[src/rtl/cpu_bus_responder.sv]
// cpu_bus_responder: turns decoder target enables into a CPU ready pulse and registered read data,
// with per-target wait states, a flash handshake and a turnaround cycle; CPU_BUS_TIMEOUT_EN adds a flash timeout.
module cpu_bus_responder #(
  parameter int RAM_LATENCY    = 0,
  parameter int VDP_LATENCY    = 2,
  parameter int DSP_LATENCY    = 1,
  parameter int TIMEOUT_CYCLES = 255
) (
  input  logic        clk,
  input  logic        reset_n,
  input  logic        cpu_mem_valid,
  input  logic [3:0]  cpu_wstrb,
  input  logic        cpu_ram_en,
  input  logic        vdp_en,
  input  logic        status_en,
  input  logic        dsp_en,
  input  logic        flash_read_en,
  input  logic [31:0] ram_rdata,
  input  logic [15:0] vdp_rdata,
  input  logic [31:0] status_rdata,
  input  logic [15:0] dsp_rdata,
  input  logic [31:0] flash_rdata,
  input  logic        flash_ready,
  output logic        cpu_mem_ready,
  output logic [31:0] cpu_rdata,
  output logic        bus_error
);
  typedef enum logic [1:0] {S_IDLE, S_WAIT, S_ACK, S_TURN} state_e;
  localparam logic [2:0] T_RAM = 3'd0, T_VDP = 3'd1, T_STS = 3'd2, T_DSP = 3'd3, T_FLASH = 3'd4;
  state_e      state_q, state_d;
  logic [2:0]  tgt_q, tgt_d;
  logic        wr_q, wr_d, rdy_q, rdy_d;
  logic [3:0]  cnt_q, cnt_d;
  logic [31:0] rdata_q, rdata_d, sel_data;
  logic        flash_rd, done, expire, any_en;
  assign any_en   = cpu_ram_en | vdp_en | status_en | dsp_en | flash_read_en;
  assign flash_rd = tgt_q == T_FLASH && !wr_q;
  assign done     = flash_rd ? flash_ready : cnt_q == 4'd0;
  assign sel_data = tgt_q == T_RAM ? ram_rdata :
                    tgt_q == T_VDP ? {16'h0, vdp_rdata} :
                    tgt_q == T_STS ? status_rdata :
                    tgt_q == T_DSP ? {16'h0, dsp_rdata} : flash_rdata;
  always_comb begin
    state_d = state_q;
    tgt_d   = tgt_q;
    wr_d    = wr_q;
    cnt_d   = cnt_q;
    rdata_d = rdata_q;
    rdy_d   = 1'b0;
    case (state_q)
      S_IDLE: if (cpu_mem_valid && any_en) begin
        tgt_d   = cpu_ram_en ? T_RAM : vdp_en ? T_VDP : status_en ? T_STS : dsp_en ? T_DSP : T_FLASH;
        wr_d    = |cpu_wstrb;
        cnt_d   = cpu_ram_en ? 4'(RAM_LATENCY) : vdp_en ? 4'(VDP_LATENCY) :
                  (!status_en && dsp_en) ? 4'(DSP_LATENCY) : 4'd0;
        state_d = S_WAIT;
      end
      S_WAIT: if (!cpu_mem_valid) state_d = S_IDLE;
        else if (done || expire) begin
          rdata_d = wr_q ? 32'h0 : expire ? 32'hFFFF_FFFF : sel_data;
          rdy_d   = 1'b1;
          state_d = S_ACK;
        end else cnt_d = cnt_q - {3'd0, cnt_q != 4'd0};
      S_ACK:   state_d = S_TURN;
      default: state_d = S_IDLE;
    endcase
  end
  always_ff @(posedge clk or negedge reset_n) begin
    if (!reset_n) begin
      state_q <= S_IDLE;
      tgt_q   <= T_RAM;
      wr_q    <= 1'b0;
      cnt_q   <= 4'd0;
      rdata_q <= 32'h0;
      rdy_q   <= 1'b0;
    end else begin
      state_q <= state_d;
      tgt_q   <= tgt_d;
      wr_q    <= wr_d;
      cnt_q   <= cnt_d;
      rdata_q <= rdata_d;
      rdy_q   <= rdy_d;
    end
  end
`ifdef CPU_BUS_TIMEOUT_EN
  // Reloaded every idle cycle so each flash read gets a full TIMEOUT_CYCLES window.
  logic [7:0] tmo_q, tmo_d;
  logic       err_q, err_d;
  assign expire = flash_rd && !flash_ready && tmo_q == 8'd0;
  assign tmo_d  = state_q == S_WAIT ? tmo_q - {7'd0, tmo_q != 8'd0} : 8'(TIMEOUT_CYCLES - 1);
  assign err_d  = state_q == S_WAIT && cpu_mem_valid && expire;
  always_ff @(posedge clk or negedge reset_n) begin
    if (!reset_n) begin
      tmo_q <= 8'd0;
      err_q <= 1'b0;
    end else begin
      tmo_q <= tmo_d;
      err_q <= err_d;
    end
  end
  assign bus_error = err_q;
`else
  assign expire    = 1'b0;
  assign bus_error = 1'b0;
`endif
  assign cpu_mem_ready = rdy_q;
  assign cpu_rdata     = rdata_q;
endmodule

[config.mk]
export PLATFORM = sky130hd
export DESIGN_NAME = cpu_bus_responder
export DESIGN_NICKNAME = d
export VERILOG_FILES = /design/src/rtl/cpu_bus_responder.sv
export SDC_FILE = /design/constraint.sdc
export NUM_CORES = 1
export LEC_CHECK = 0
export ABC_AREA = 1
export CORE_MARGIN = 10
export CORE_UTILIZATION = 35
export DETAILED_ROUTE_END_ITERATION = 12
export DONT_BUFFER_PORTS = 1
export SYNTH_ARGS = -nofsm -noshare
export SYNTH_HDL_FRONTEND = slang
export SYNTH_SLANG_ARGS = --single-unit
export TNS_END_PERCENT = 100
[constraint.sdc]
create_clock -name clk -period 2.9 [get_ports clk]
set_input_delay 0.145 -clock clk [delete_from_list [all_inputs] [get_ports clk]]
set_output_delay 0.145 -clock clk [all_outputs]
set_load 0.02 [all_outputs]
After elaboration in Yosys (flattened, before gate mapping)
Index checks and enable logic that the tools add are counted.
Widths: inputs -> output; s select.
{"block": "totals", "regBits": 43, "in_bits": 141, "elab_cells": 60}
{"block": "op_classes", "n_addsub": 1, "eq_ne": 10, "mux": 24, "bitwise": 4, "n_reduce_logical": 15}
{"operator": "$mux 32", "count": 5}
{"operator": "$mux 3", "count": 4}
{"operator": "$mux 4", "count": 3}
{"operator": "$mux 2", "count": 5}
{"operator": "$pmux 4 s2", "count": 1}
{"operator": "$eq 3x2->1 const B", "count": 2}
{"operator": "$ne 2x2->1 const B", "count": 3}
{"operator": "$pmux 2 s3", "count": 1}
{"operator": "$mux 1", "count": 5}
{"operator": "$logic_not 4->1", "count": 1}
{"operator": "$or 1x1->1", "count": 4}
{"operator": "$reduce_and 2->1", "count": 2}
{"operator": "$reduce_and 4->1", "count": 1}
{"operator": "$reduce_bool 4->1", "count": 1}
{"operator": "$reduce_or 4->1", "count": 1}
{"operator": "$sub 4x1->4", "count": 1}
{"operator": "$eq 3x1->1 const B", "count": 1}
{"operator": "$eq 3x3->1 const B", "count": 1}
{"operator": "$logic_and 1x1->1", "count": 3}
{"operator": "$logic_not 3->1", "count": 1}
{"operator": "$ne 3x3->1 const B", "count": 1}
{"operator": "$reduce_and 3->1", "count": 1}
{"operator": "$eq 2x1->1 const B", "count": 1}
{"operator": "$eq 2x2->1 const B", "count": 1}
{"operator": "other kinds (3)", "count": 4}

Depth between registers and ports, before layout
{"block": "depth", "depth_word": 7, "depth_mapped": 11, "depth_no_buf": 9}

Worst setup path after synthesis
No wires, ideal clock.
{"block": "synth_path", "path_kind": "register -> register", "from": "register cnt_q[1]", "to": "register cnt_q[2]", "t_arrival_ns": 1.490, "required_ns": 2.835, "path_slack_ns": 1.345, "path_stages_with_launch": 9, "path_buffers": 0, "path_cell_list": "dfrtp_1 nor2_1 nand2_1 ha_1 ha_1 or2_2 a21oi_1 nand3_1 nand2_1"}
{"block": "synth_via", "elab_chain_cells": 5, "elab_cells_between_ends": 9}
{"element": "start: declaration", "line_no": "33", "text": "logic [3:0] cnt_q, cnt_d;"}
{"element": "start signal: assignment", "line_no": "80", "text": "cnt_q <= cnt_d;"}
{"element": "$reduce_bool 4->1", "line_no": "63", "text": "end else cnt_d = cnt_q - {3'd0, cnt_q != 4'd0};"}
{"element": "$sub 4x1->4", "line_no": "63"}
{"element": "$mux 4", "line_no": "59", "text": "else if (done || expire) begin"}
{"element": "$mux 4", "line_no": "58", "text": "S_WAIT: if (!cpu_mem_valid) state_d = S_IDLE;"}
{"element": "$pmux 4 s2", "line_no": "50", "text": "case (state_q)"}
Several ways; a longest one is shown, not always the timed one. The select of a mux whose other input is x is not followed.
A chain may end at the register's enable or synchronous reset.

Final worst setup path
{"block": "layout_path", "from": "register tgt_q[1]", "to": "register rdata_q[25] (netlist: cpu_rdata[25])"}
{"block": "layout_via", "elab_chain_cells": 6, "elab_cells_between_ends": 13}
{"element": "start: declaration", "line_no": "31", "text": "logic [2:0] tgt_q, tgt_d;"}
{"element": "start signal: assignment", "line_no": "78", "text": "tgt_q <= tgt_d;"}
{"element": "$eq 3x2->1", "line_no": "42", "text": "tgt_q == T_DSP ? {16'h0, dsp_rdata} : flash_rdata;"}
{"element": "$mux 32", "line_no": "42"}
{"element": "$mux 32", "line_no": "41", "text": "tgt_q == T_STS ? status_rdata :"}
{"element": "$mux 32", "line_no": "40", "text": "tgt_q == T_VDP ? {16'h0, vdp_rdata} :"}
{"element": "$mux 32", "line_no": "39", "text": "assign sel_data = tgt_q == T_RAM ? ram_rdata :"}
{"element": "$mux 32", "line_no": "60", "text": "rdata_d = wr_q ? 32'h0 : expire ? 32'hFFFF_FFFF : sel_data;"}
{"element": "end signal: assignment", "line_no": "81", "text": "rdata_q <= rdata_d;"}
{"element": "end: declaration", "line_no": "34", "text": "logic [31:0] rdata_q, rdata_d, sel_data;"}
Several ways; a longest one is shown, not always the timed one.

==> out/results.ini <==
[setup_path]
path_buf_inv=1
critPathRequiredTime_ns=3.13
cp_max_fo=17
startpoint_type=flip-flop
worstPathArrival_ns=2.15
cpMaxStageDelayCell=dfrtp_1
max_stage_delay_ns=0.56
path_delay_family=simple AND/OR/NAND/NOR gates
end_kind=flip-flop
criticalPathCategory=reg2reg
path_cells=inv_1, nor2_2, nand3_1, nand2_1, nand2_1, nand2_1, nand2_1, nand2_1
path_common_cell=nand2_1
ff2ff_setup_slack_ns=0.98

[synthesis]
netlist.area_leader.share_pct=32.6
yosysTopAreaCell=dfrtp_1
synth_area_leaders=dfrtp_1, nand2_1, inv_1, nand3_1, nor2_1
synthDistinctLibCells=26
yosys_warnings=0
synth_seq_cells=43
syn_nets=717
synthCells=574
avgSynthCellArea_um2=5.74
netlist_area_um2=3300
yosysSeqAreaShare_pct=32.6

[die]
core_area_um2=9200
die_area_um2=13700
initial_core_util_pct=35.9
rows=35
fp.dieH_um=117
ios=175
die_w_um=117

[min_path]
hp-class=in2reg

[pwr]
switchingPower_uw=1860
power_leakage_uw=0.00214
power.share.combinational_pct=52.7
p_int_uw=1620
power_per_cell_area_nw_per_um2=994
clkPwrFrac_pct=11.3
seq_power_share_pct=36.0
peakVddDrop_uv=382
switching_share_pct=53.5

[clock_network]
path_clk_slew_ns=0.08
clock-sinks=43
numCtsBuffers=5
clock_latency_ns=0.29
cts-root-buf=clkbuf_8
htreeDepth=2
tritoncts=done
clock_path_buffers=2
ctsResizeCount=0

[sta]
tightest_slew_ns=0.712
rsz0062_at_grt=false
setup_ws_ns=0.980
max_slew_margin_pct=52.4
final.setup.tns_ns=0
drv_slew=0
fin_worst_skew_ns=0.00739
timing.hold.ws_ns=0.0497
max_freq_ghz=0.521
period_minus_slack_ns=1.92
setup_viol=0
finalCritPeriodShare_pct=66.2
hold_violations=0

[final_layout]
insertedDiodeCount=0
ff_latch_area_um2=1080
fillers=1033
drive_gt1_share_pct=4.77
area_delta_synth_final_pct=6.22
multi_input_area_um2=1780
nets=708

[placement]
gp_congestion=0.849
dp_worst_setup_slack_ns=1.01
io_buffers=0
hpwlAfterDp_um=8350

[global_routing]
grt_pass1_wl_um=15700
grt_pass1_vias=3252
antenna_found_initial=0
grt_util_all_layers_pct=14.3
grt-ovfl-total=0
grt_max_degree=44

[route]
vias_per_cell=4.85
ant_nets=0
post-route-drc-count=0
num_vias=3285
wirelength_um=10500
drt_iter0_drc=221
drt_first_pass_iters=4
avgRoutedWirePerCell_um=15.5

[run]
max-cap-violations=0

[outcome]
status=finished, final reports clean

==> worst paths after layout <==
check / cells after the start / startpoint / to
worst min register to register: 2 / cnt_q[2]$_DFFE_PN0P_ / cnt_q[2]$_DFFE_PN0P_
worst min-delay path: 2 / cpu_wstrb[2] / wr_q$_DFFE_PN0P_
min in group asynchronous: 2 / reset_n / cpu_rdata[20]$_DFFE_PN0P_
worst max-delay path: 8 / tgt_q[1]$_DFFE_PN0P_ / cpu_rdata[25]$_DFFE_PN0P_
max in group asynchronous: 2 / reset_n / cnt_q[1]$_DFFE_PN0P_
worst max register to register: 8 / tgt_q[1]$_DFFE_PN0P_ / cpu_rdata[25]$_DFFE_PN0P_
==> kinds of logic (layout without fill, tap and decap cells) <==
kind of cell,count (synthesis),count (layout),share of synthesized area (%)
xor gates and xnor gates,1,1,0.266
and+or+nand+nor,376,376,46.2
other,1,1,0.114
adders and majority gates,2,2,0.759
buffers and inverters,109,101,13.6
AOI/OAI and AO/OA,42,42,6.45
DFF,43,43,32.6
==> per-layer routing <==
| metal | share of wire, % | GRT usage (%) |
|---|---|---|
| met1 | 39 | 15.7 |
| met2 | 50 | 25.6 |
| met3 | 9.3 | 4.94 |
| met4 | 1.3 | 3.54 |
| met5 | 0 | 0 |
==> state kept, by name (all words and copies together), names as in the netlist <==
name and cells:
cpu_rdata 32, wr_q 1, tgt_q 3, cpu_mem_ready 1
cnt_q 4, state_q 2
==> synth_stat cells <==
library cell  count
nand2_1         280
inv_1            80
dfrtp_1          43
nand3_1          43
nor2_1           42
o21ai_0          23
a21oi_1          18
buf_2            16
buf_4             5
clkbuf_1          5
ha_1              2
inv_2             2
nor2_2            2
a22oi_1           1
buf_1             1
conb_1            1
nand2_2           1
nand3_4           1
nand4_1           1
nor2_4            1
nor3_2            1
nor3_4            1
nor4_1            1
or2_1             1
or2_2             1
xor2_1            1
==> power by group through the flow <==
stage          combinational, uW  clock (uW)  sequential, uW
6_report                    1830         393            1250
5_1_grt                     2160         438            1290
4_1_cts                     1860         408            1260
3_5_place_dp                1830           0            1270
3_3_place_gp                1800           0            1270
2_1_floorplan               1500           0            1160
==> worst register-to-register path, cell delays in order, from the launching register on <==
cell and delay [ns]:
dfrtp_1 0.56, inv_1 0.31, nor2_2 0.51, nand3_1 0.14, nand2_1 0.09, nand2_1 0.06
nand2_1 0.07, nand2_1 0.05, nand2_1 0.08
==> final cells by class <==
type                    instances  share of cell area [%]
well taps                     111                    3.97
inverters                      82                    8.79
repair buffers                 11                    3.07
clock inverters                 3                   0.679
multi-input cells             422                    50.8
flip-flops and latches         43                    30.7
clock buffers                   5                    1.96
==> metrics by stage <==
stage / power, uW / cell area, um2 / std cells / util, %
floorplan: 2660 / 3300 / 574 / -
global placement: 3060 / 3360 / 666 / 36.6
detailed placement: 3110 / 3360 / 666 / 36.6
CTS: 3530 / 3500 / 677 / 38.1
global route: 3890 / 3500 / 677 / 38.1
finish: 3480 / 3500 / 677 / 38.1
==> cell usage in the layout, fill, tap and decap left out, drive strengths merged, types with 5 or more instances in the layout <==
master | Yosys | final
buf | 22 | 9
nor2 | 45 | 45
a21oi | 18 | 18
clkbuf | 5 | 5
dfrtp | 43 | 43
nand3 | 44 | 44
inv | 82 | 83
o21ai | 23 | 23
nand2 | 281 | 281
==> timing repair <==
item	4_1_cts	5_1_grt
buffers inserted	0	0
endpoints found under the hold margin	44	0
hold buffers	3	0
Note: power is estimated with default switching activity, not from simulation.
